$ cat src/rtl/datapath_sequencer_if.sv
// Control/status bundle between the y/s datapath sequencer and its user.
// The slave modport is the sequencer side; master is the requester/datapath side.
interface datapath_sequencer_if;
  logic [1:0] on;
  logic       start;
  logic       tick;
  logic       y_inc;
  logic [1:0] regime;
  logic       active;
  logic       done;
  logic [1:0] y_select_next;
  logic [1:0] s_step;
  logic       s_add;
  logic       s_zero;
  logic       s_en;
  logic       y_en;
  logic       y_store_x;

  modport master (
    output on, start, tick, y_inc,
    input  regime, active, done, y_select_next,
    input  s_step, s_add, s_zero, s_en, y_en, y_store_x
  );

  modport slave (
    input  on, start, tick, y_inc,
    output regime, active, done, y_select_next,
    output s_step, s_add, s_zero, s_en, y_en, y_store_x
  );
endinterface

$ cat src/rtl/datapath_sequencer.sv
// Sequencer for the shared y/s datapath. One registered state machine runs
// the ELIST (s = 6,4,2,0 with a hold timer), CNT (s counts mod 3, carries
// into y on tick) and UPDATE (y <= x, s <= 0) regimes, with a start-arm
// interlock and a one-cycle done pulse.
module datapath_sequencer #(
  parameter int unsigned HOLD = 3
) (
  input logic                  clk,
  input logic                  rst,
  datapath_sequencer_if.slave  bus
);

  typedef enum logic [2:0] {
    IDLE,
    EL_LOAD,
    EL_WAIT,
    EL_SUB,
    CNT_RUN,
    UP_LOAD,
    UP_CLR,
    DONE
  } state_t;

  localparam logic [3:0] HOLD_CYC = 4'(HOLD);

  state_t     state;
  logic [3:0] timer;
  logic [1:0] index;
  logic       arm;
  logic [1:0] regime_q;

  // State, hold timer, ELIST index, start-arm flag and latched regime.
  always_ff @(posedge clk or negedge rst) begin
    if (!rst) begin
      state    <= IDLE;
      timer    <= '0;
      index    <= '0;
      arm      <= 1'b0;
      regime_q <= '0;
    end else begin
      case (state)
        IDLE: begin
          if (arm && bus.start && (bus.on != 2'd0)) begin
            regime_q <= bus.on;
            index    <= '0;
            case (bus.on)
              2'd1:    state <= EL_LOAD;
              2'd2:    state <= CNT_RUN;
              default: state <= UP_LOAD;
            endcase
          end else if (!bus.start) begin
            arm <= 1'b1;
          end
        end
        EL_LOAD: begin
          timer <= HOLD_CYC;
          state <= EL_WAIT;
        end
        // A loaded value of 0 or 1 both give a single wait cycle, so HOLD=0
        // still spends one cycle here.
        EL_WAIT: begin
          if (timer <= 4'd1) begin
            timer <= '0;
            if (index != 2'd3) begin
              state <= EL_SUB;
            end else begin
              arm   <= 1'b0;
              state <= DONE;
            end
          end else begin
            timer <= timer - 4'd1;
          end
        end
        EL_SUB: begin
          index <= index + 2'd1;
          timer <= HOLD_CYC;
          state <= EL_WAIT;
        end
        CNT_RUN: begin
          if (!bus.start) begin
            arm   <= 1'b0;
            state <= DONE;
          end
        end
        UP_LOAD: state <= UP_CLR;
        UP_CLR: begin
          arm   <= 1'b0;
          state <= DONE;
        end
        DONE: begin
          regime_q <= '0;
          state    <= IDLE;
        end
        default: state <= IDLE;
      endcase
    end
  end

  assign bus.regime = regime_q;

  // Command and status decode from the current state; CNT_RUN also looks at
  // start/tick/y_inc so each tick cycle updates the datapath at the next edge.
  always_comb begin
    bus.active        = 1'b0;
    bus.done          = 1'b0;
    bus.y_select_next = '0;
    bus.s_step        = '0;
    bus.s_add         = 1'b0;
    bus.s_zero        = 1'b0;
    bus.s_en          = 1'b0;
    bus.y_en          = 1'b0;
    bus.y_store_x     = 1'b0;
    case (state)
      EL_LOAD: begin
        bus.active = 1'b1;
        bus.s_en   = 1'b1;
        bus.s_zero = 1'b1;
        bus.s_step = 2'd2;
      end
      EL_WAIT: bus.active = 1'b1;
      EL_SUB: begin
        bus.active = 1'b1;
        bus.s_en   = 1'b1;
        bus.s_step = 2'd2;
      end
      CNT_RUN: begin
        bus.active = 1'b1;
        if (bus.start && bus.tick) begin
          bus.s_en  = 1'b1;
          bus.s_add = 1'b1;
          if (bus.y_inc) begin
            bus.s_zero        = 1'b1;
            bus.y_en          = 1'b1;
            bus.y_select_next = 2'd1;
          end else begin
            bus.s_step = 2'd1;
          end
        end
      end
      UP_LOAD: begin
        bus.active    = 1'b1;
        bus.y_en      = 1'b1;
        bus.y_store_x = 1'b1;
      end
      UP_CLR: begin
        bus.active = 1'b1;
        bus.s_en   = 1'b1;
        bus.s_zero = 1'b1;
        bus.s_add  = 1'b1;
      end
      DONE: bus.done = 1'b1;
      default: ;
    endcase
  end

endmodule

$ cat src/flat_wrapper.sv
// flat-port wrapper written by rule: the top's interface ports become plain ports
module datapath_sequencer_flat 
#(
  parameter int unsigned HOLD = 3
)
  (clk, rst, bus_on, bus_start, bus_tick, bus_y_inc, bus_regime, bus_active, bus_done, bus_y_select_next, bus_s_step, bus_s_add, bus_s_zero, bus_s_en, bus_y_en, bus_y_store_x);
  datapath_sequencer_if bus_i ();
  input logic clk;
  input logic rst;
  input wire logic [$bits(bus_i.on)-1:0] bus_on;
  input wire logic [$bits(bus_i.start)-1:0] bus_start;
  input wire logic [$bits(bus_i.tick)-1:0] bus_tick;
  input wire logic [$bits(bus_i.y_inc)-1:0] bus_y_inc;
  output wire logic [$bits(bus_i.regime)-1:0] bus_regime;
  output wire logic [$bits(bus_i.active)-1:0] bus_active;
  output wire logic [$bits(bus_i.done)-1:0] bus_done;
  output wire logic [$bits(bus_i.y_select_next)-1:0] bus_y_select_next;
  output wire logic [$bits(bus_i.s_step)-1:0] bus_s_step;
  output wire logic [$bits(bus_i.s_add)-1:0] bus_s_add;
  output wire logic [$bits(bus_i.s_zero)-1:0] bus_s_zero;
  output wire logic [$bits(bus_i.s_en)-1:0] bus_s_en;
  output wire logic [$bits(bus_i.y_en)-1:0] bus_y_en;
  output wire logic [$bits(bus_i.y_store_x)-1:0] bus_y_store_x;
  assign bus_i.on = bus_on;
  assign bus_i.start = bus_start;
  assign bus_i.tick = bus_tick;
  assign bus_i.y_inc = bus_y_inc;
  assign bus_regime = bus_i.regime;
  assign bus_active = bus_i.active;
  assign bus_done = bus_i.done;
  assign bus_y_select_next = bus_i.y_select_next;
  assign bus_s_step = bus_i.s_step;
  assign bus_s_add = bus_i.s_add;
  assign bus_s_zero = bus_i.s_zero;
  assign bus_s_en = bus_i.s_en;
  assign bus_y_en = bus_i.y_en;
  assign bus_y_store_x = bus_i.y_store_x;
  datapath_sequencer #(.HOLD(HOLD)) u_core (.clk(clk), .rst(rst), .bus(bus_i));
endmodule
$ cat config.mk
export PLATFORM = sky130hd
export DESIGN_NAME = datapath_sequencer_flat
export DESIGN_NICKNAME = d
export VERILOG_FILES = /design/src/rtl/datapath_sequencer_if.sv /design/src/rtl/datapath_sequencer.sv /design/src/flat_wrapper.sv
export SDC_FILE = /design/constraint.sdc
export NUM_CORES = 1
export LEC_CHECK = 0
export ABC_AREA = 1
export CAP_MARGIN = 40
export CORE_MARGIN = 4
export CORE_UTILIZATION = 40
export CTS_CLUSTER_DIAMETER = 80
export DETAILED_ROUTE_END_ITERATION = 8
export PLACE_DENSITY = 0.76
export SLEW_MARGIN = 40
export SYNTH_ARGS = -nofsm -noshare
export SYNTH_HDL_FRONTEND = slang
export SYNTH_SLANG_ARGS = --single-unit
$ cat constraint.sdc
create_clock -name clk -period 1.3 [get_ports clk]
set_input_delay 0.26 -clock clk [delete_from_list [all_inputs] [get_ports clk]]
set_output_delay 0.26 -clock clk [all_outputs]
set_load 0.05 [all_outputs]
==> results of run 1 <==
==> layout by cell type (no fill, tap or decap), types with 2 or more instances in the layout <==
master,instances
inv_2,6
o21ai_1,4
ha_1,3
nand2_2,8
a22oi_2,2
nand3_1,7
nand2_1,20
buf_12,12
nor2_2,3
dfrtp_1,9
nand2_4,5
nor2_4,8
clkdlybuf4s50_1,6
nand3_4,2
nand3_2,6
dfrtp_2,3
buf_4,32
o21ai_0,2
inv_1,12
nor2_1,4
clkbuf_4,3
==> per-layer routing <==
metal,track usage (%),vias up,share of wire (%)
met5,0,-,0
met4,14.0,0,4.6
met3,3.38,14,5.5
met2,36.3,50,52
met1,22.4,480,38
li1,-,468,-
==> worst paths after layout <==
| check | start | endpoint |
|---|---|---|
| hold / removal | rst | u_core.bus.regime[1] |
| setup / recovery | u_core.state[1] | bus_y_en |
| max in group asynchronous | rst | u_core.state[2] |
| hold reg to reg | u_core.index[0] | u_core.index[0] |
| min in group clk | u_core.index[0] | u_core.index[0] |
| setup reg to reg | u_core.state[1] | u_core.state[0] |
==> per-stage QoR <==
stage	area (um^2)	std cells
6_report	1610	197
3_5_place_dp	1400	184
2_1_floorplan	886	115
5_1_grt	1610	197
3_3_place_gp	1400	184
4_1_cts	1510	191
==> registers in the layout, summed over array words and instances (netlist names) <==
register,cells
u_core.timer,4
u_core.state,3
u_core.bus.regime,2
u_core.index,2
u_core.arm,1
==> worst max-delay path, stage by stage, from the launching register on <==
cell and delay (ns):
dfrtp_2 0.47, nor2_4 0.15, nand3_4 0.09, clkinv_4 0.09
nand3_4 0.10, o21ai_4 0.10, buf_12 0.15
==> cells by family (layout without fill, tap and decap cells) <==
family	Yosys count	in the layout	synth area share (%)
AO/OA/AOI/OAI	11	11	7.72
adder cells (fa/ha/maj)	3	3	4.54
XOR/XNOR	2	2	2.12
AND/OR/NAND/NOR	63	64	37.8
flip-flops	12	12	36.3
buffers and inverters	23	77	11.0
other	1	1	0.453
==> power groups by stage <==
stage / logic [mW] / clock network, mW / registers [mW]
after floorplan: 1.31 / 0 / 0.724
after global placement: 2.37 / 0 / 0.692
after detailed placement: 2.45 / 0 / 0.704
after CTS: 2.61 / 0.305 / 0.699
after global routing: 3.08 / 0.328 / 0.728
final: 2.92 / 0.302 / 0.714
==> cell type report <==
cell class	count	area, um^2	share of cell area [%]
flip-flops and latches	12	304	18.9
inverters	21	90.1	5.59
clock buffers	4	36.3	2.25
multi-input cells	81	592	36.7
repair buffers	52	557	34.5
well taps	27	33.8	2.09
==> timing repair <==
item / 4_1_cts / 5_1_grt
endpoints found under the setup margin: 20 / 22
pin swaps: 5 / 7
gates resized for setup: 15 / 18
buffers inserted: 3 / 5
cloned: 0 / 1
==> out/metrics.cfg, run 1 <==
[outcome]
status=complete, but fails checks
violations=setup timing

[sta]
slew_violations=0
finalClockSkew_ns=0.00224
worst_slack_ns=-0.390
finalHoldViolations=0
fin_hold_ws_ns=0.290
fmax_mhz=592
finalCritPeriodShare_pct=130
period_minus_slack_ns=1.69
finalSetupViolations=18
setup_tns_ns=-3.77
rsz0062_at_grt=yes

[logic_synthesis]
synth_most_common_cell=nand2_1
synth_edf_count=0
ys_types=23
synth_seq_cells=12
syn_area_per_cell_um2=7.19
synth.area.top_cells=dfrtp_1 (36%), nand2_1 (13%), inv_1 (8.2%)
yosysWarnings=0
netlist_area_um2=827
yosysSeqAreaShare_pct=36.3
syn_inst=115
synth_ff_type=dfrtp_1
async_flop_share_pct=100
ys_top_cells_by_count=nand2_1 (28), inv_1 (18), nand3_1 (13)
synth_nets=125
synth_top_area_share_pct=36.3
netlist.top_cell.by_area=dfrtp_1

[clock_network]
path_clk_slew_ns=0.08
clk_latency_ns=0.28
cts-htree-levels=1
cts_sinks=12
hold_buffers=0
root_buffer=clkbuf_4
cts_made_buffers=3
cts_tree=yes
clockBufferDepth=2

[grt]
grt_pass1_wl_mm=4.21
grt_overflow_total=0
grt_pass1_vias=984
grt_max_degree=13
grt_use_total_pct=20.7
antenna_found_initial=0

[worst_setup_path]
critPathCaptureType=output port
worstRegToRegCells=7
crit_path_start_kind=register
crit_type=reg2out
required_ns=1.04
rrSetupSlack_ns=-0.07
crit_path_max_fanout=5
worst_ep_arrival_time_ns=1.43

[finish]
final_nets=181
drive_gt1_share_pct=57.6
post-route-util_pct=82.2
fill_cells=107
antenna_cells=0
syn_to_final_growth_pct=95.0

[power]
power_switching_mw=1.92
power_mw=3.93
internal-power_mw=2.02
leakagePower_nw=0.801
comb_power_share_pct=74.2
power_density_nw_per_um2=2440
p_seq_share_pct=18.1
ir_drop_v=0.00158
p_sw_share_pct=48.8
p_clk_share_pct=7.7

[floorplan]
num_io_pins=20
dieWidth_um=53.5
dieArea_um2=2860
die_h_um=53.5
std_cell_rows=16
core_area_um2=1960
initial_utilization_pct=42.2

[route]
drtPass1Iterations=4
ant_nets=0
vias_per_cell=5.14
avgRoutedWirePerCell_um=16.4
drt_iter0_drc=35
drt-total-wl_mm=3.24
drc_errors=0
num_vias=1012

[job]
max_cap_viol_count=0

[place]
place_congestion=0.809
dp_hpwl_mm=1.86
io_buffers=18
dpl_worst_slack_ns=-0.355

[worst_hold_path]
hp-class=in2async

(Power assumes the default switching activity.)
==> run 2, diff against run 1 <==
--- a/config.mk
+++ b/config.mk
@@ -11,6 +11,7 @@
 export CORE_UTILIZATION = 40
 export CTS_CLUSTER_DIAMETER = 80
 export DETAILED_ROUTE_END_ITERATION = 8
+export HOLD_SLACK_MARGIN = 0.03
 export PLACE_DENSITY = 0.76
 export SLEW_MARGIN = 40
 export SYNTH_ARGS = -nofsm -noshare
==> results of run 2 <==
Final layout, timing and power as in run 1 (identical DEF).
==> run 3, diff against run 2 <==
==> constraint.sdc (replaced) <==
create_clock -name clk -period 1.6 [get_ports clk]
set_input_delay 0.32 -clock clk [delete_from_list [all_inputs] [get_ports clk]]
set_output_delay 0.32 -clock clk [all_outputs]
set_load 0.05 [all_outputs]
==> run 3 against run 2 <==
Against the previous run: the flow still finishes with violations (setup timing); die area stayed put; final cell count down 11%; combinational power down 36%.
==> out/metrics.cfg, run 3 (synthesis gave the netlist of run 1 again) <==
[sta]
fin_hold_ws_ns=0.385  ; +0.0949 ns
period_minus_slack_ns=1.77
finalSetupViolations=8  ; -10
finalClockSkew_ns=0.00762  ; +0.00538 ns
slew_violations=0  ; unchanged
worst_pin_slew_ns=0.555
worst_slack_ns=-0.166  ; +0.224 ns
rsz0062_at_grt=yes
setup_tns_ns=-0.996  ; +2.78 ns
fmax_mhz=566
finalHoldViolations=0  ; unchanged
finalCritPeriodShare_pct=110
relSlewSlack_pct=62.9

[route]
ant_nets=0  ; unchanged
drt-total-wl_mm=2.34  ; -28%
vias_per_cell=4.90  ; -4.5%
avgRoutedWirePerCell_um=13.3  ; -19%
drtPass1Iterations=4  ; unchanged
drt_iter0_drc=27  ; -23%
num_vias=863  ; -15%
drc_errors=0  ; unchanged

[finish]
layout_common_cells=nand2_1 (22), buf_4 (15), inv_1 (14), nand3_1 (10), buf_12 (10)
final_nets=160  ; -12%
syn_to_final_growth_pct=65.2
stdcell_count=176  ; -11%
largest_reg_flops=4  ; unchanged
layout_commonest_cell=nand2_1
regMostFlops=u_core.timer
fill_cells=160  ; +50%
antenna_cells=0  ; unchanged
drive_gt1_share_pct=42.3  ; -15 points
post-route-util_pct=69.6  ; -13 points
multi_input_area_um2=519  ; -12%
seq_area_um2=304  ; unchanged
largestRegisters=u_core.timer: 4 flops, u_core.state: 3 flops

[worst_setup_path]
worstRegToRegCells=9  ; +2
reg2reg_to=u_core.state[2]
crit_path_start_kind=register
crit_path_max_fanout=4  ; -1
required_ns=1.28  ; +0.24 ns
worst_ep_arrival_time_ns=1.45  ; +0.02 ns
critPathCaptureType=output port
rrSetupSlack_ns=0.22  ; +0.29 ns
r2r_start=u_core.state[0]
crit_type=reg2out
cp-endpoint=bus_y_en
critPathLaunch=u_core.state[0]

[power]
comb_power_share_pct=69.8  ; -4.4 points
p_sw_share_pct=48.7  ; -0.091 points
power_density_nw_per_um2=1970  ; -19%
ir_drop_v=0.00135  ; -14%
p_clk_share_pct=9.4  ; +1.7 points
power_switching_mw=1.31  ; -32%
p_seq_share_pct=20.8  ; +2.7 points
internal-power_mw=1.38  ; -32%
leakagePower_nw=0.719  ; -10%

[grt]
grt_pass1_wl_mm=3.66  ; -13%
grt_max_degree=13  ; unchanged
grt_pass1_vias=849  ; -14%
grt_use_total_pct=18.2  ; -2.5 points
grt_overflow_total=0  ; unchanged
antenna_found_initial=0  ; unchanged

[clock_network]
clockBufferDepth=2  ; unchanged
cts-htree-levels=1  ; unchanged
path_clk_slew_ns=0.08  ; about the same
clk_latency_ns=0.29  ; about the same
root_buffer=clkbuf_4
hold_buffers=0  ; unchanged
cts_made_buffers=3  ; unchanged
cts_tree=yes
cts_sinks=12  ; unchanged

[floorplan]
dieArea_um2=2860  ; unchanged
num_io_pins=20  ; unchanged
die_h_um=53.5  ; unchanged
initial_utilization_pct=42.2  ; unchanged
core_area_um2=1960  ; unchanged
std_cell_rows=16  ; unchanged
dieWidth_um=53.5  ; unchanged

[worst_hold_path]
hp-class=in2async

[place]
dpl_worst_slack_ns=-0.235  ; +0.120 ns
place_congestion=0.810  ; +0.12%
dp_hpwl_mm=1.57  ; -16%
dp.cells=164  ; -11%
io_buffers=18  ; unchanged

[job]
max_cap_viol_count=0  ; unchanged

[outcome]
status=complete, but fails checks
violations=setup timing

## run 3: cell types whose count changed in the layout (fill, tap and decap cells not counted), moves of 3 or more
| cell | previous run | this run |
|---|---|---|
| buf_4 | 32 | 15 |
| nor2_1 | 4 | 8 |
| nor2_4 | 8 | 4 |
| nand2_2 | 8 | 5 |
| nand3_1 | 7 | 10 |
| nand3_2 | 6 | 3 |
## run 3: worst max-delay path, cell delays in order, from the launching register on
cell and delay [ns]:
dfrtp_2 0.45, nor2_4 0.12, nand3_2 0.10, inv_4 0.11, nand3_4 0.11, o21ai_4 0.11, buf_12 0.16
## run 3: through the flow
stage / cell area, um^2 / power (mW)
final: 1370 / 2.69
after global routing: 1370 / 2.88
after CTS: 1310 / 2.60
after detailed placement: 1170 / 2.21
after global placement: 1170 / 2.15
after floorplan: 830 / 1.59
## run 3: how the worst min path moves through the flow
| stage | startpoint | to | slack (ns) |
|---|---|---|---|
| after CTS | rst | u_core.timer[1] | 0.40 |
| after detailed placement | u_core.arm | u_core.arm | 0.48 |
| after floorplan | rst | u_core.arm | 0.02 |
| final | rst | u_core.timer[0] | 0.38 |
| after global placement | u_core.index[0] | u_core.index[0] | 0.46 |
| after global routing | rst | u_core.timer[2] | 0.42 |
## run 3: area by class of cell
type | instances | area share [%]
inverters | 21 | 6.32
well taps | 27 | 2.47
flip-flops and latches | 12 | 22.3
repair buffers | 32 | 28.3
clock buffers | 4 | 2.66
multi-input cells | 80 | 38.0
## run 3: layer usage
metal / global-route usage [%] / share of wire [%]
met1: 21.5 / 41
met2: 31.0 / 54
met3: 3.66 / 3.8
met4: 8.51 / 1.9
met5: 0 / 0
## run 3: repair_timing
item                       in CTS  in global routing
setup endpoints to repair      10                 10
setup buffers                   5                  3
gates resized for setup        22                 11
pin swaps                       1                  1
## run 3: power groups by stage
stage	clock network [mW]	logic (mW)	registers, mW
floorplan	0	1.01	0.586
global placement	0	1.59	0.561
detailed placement	0	1.64	0.569
CTS	0.257	1.78	0.560
global route	0.280	2.03	0.573
finish	0.253	1.88	0.558
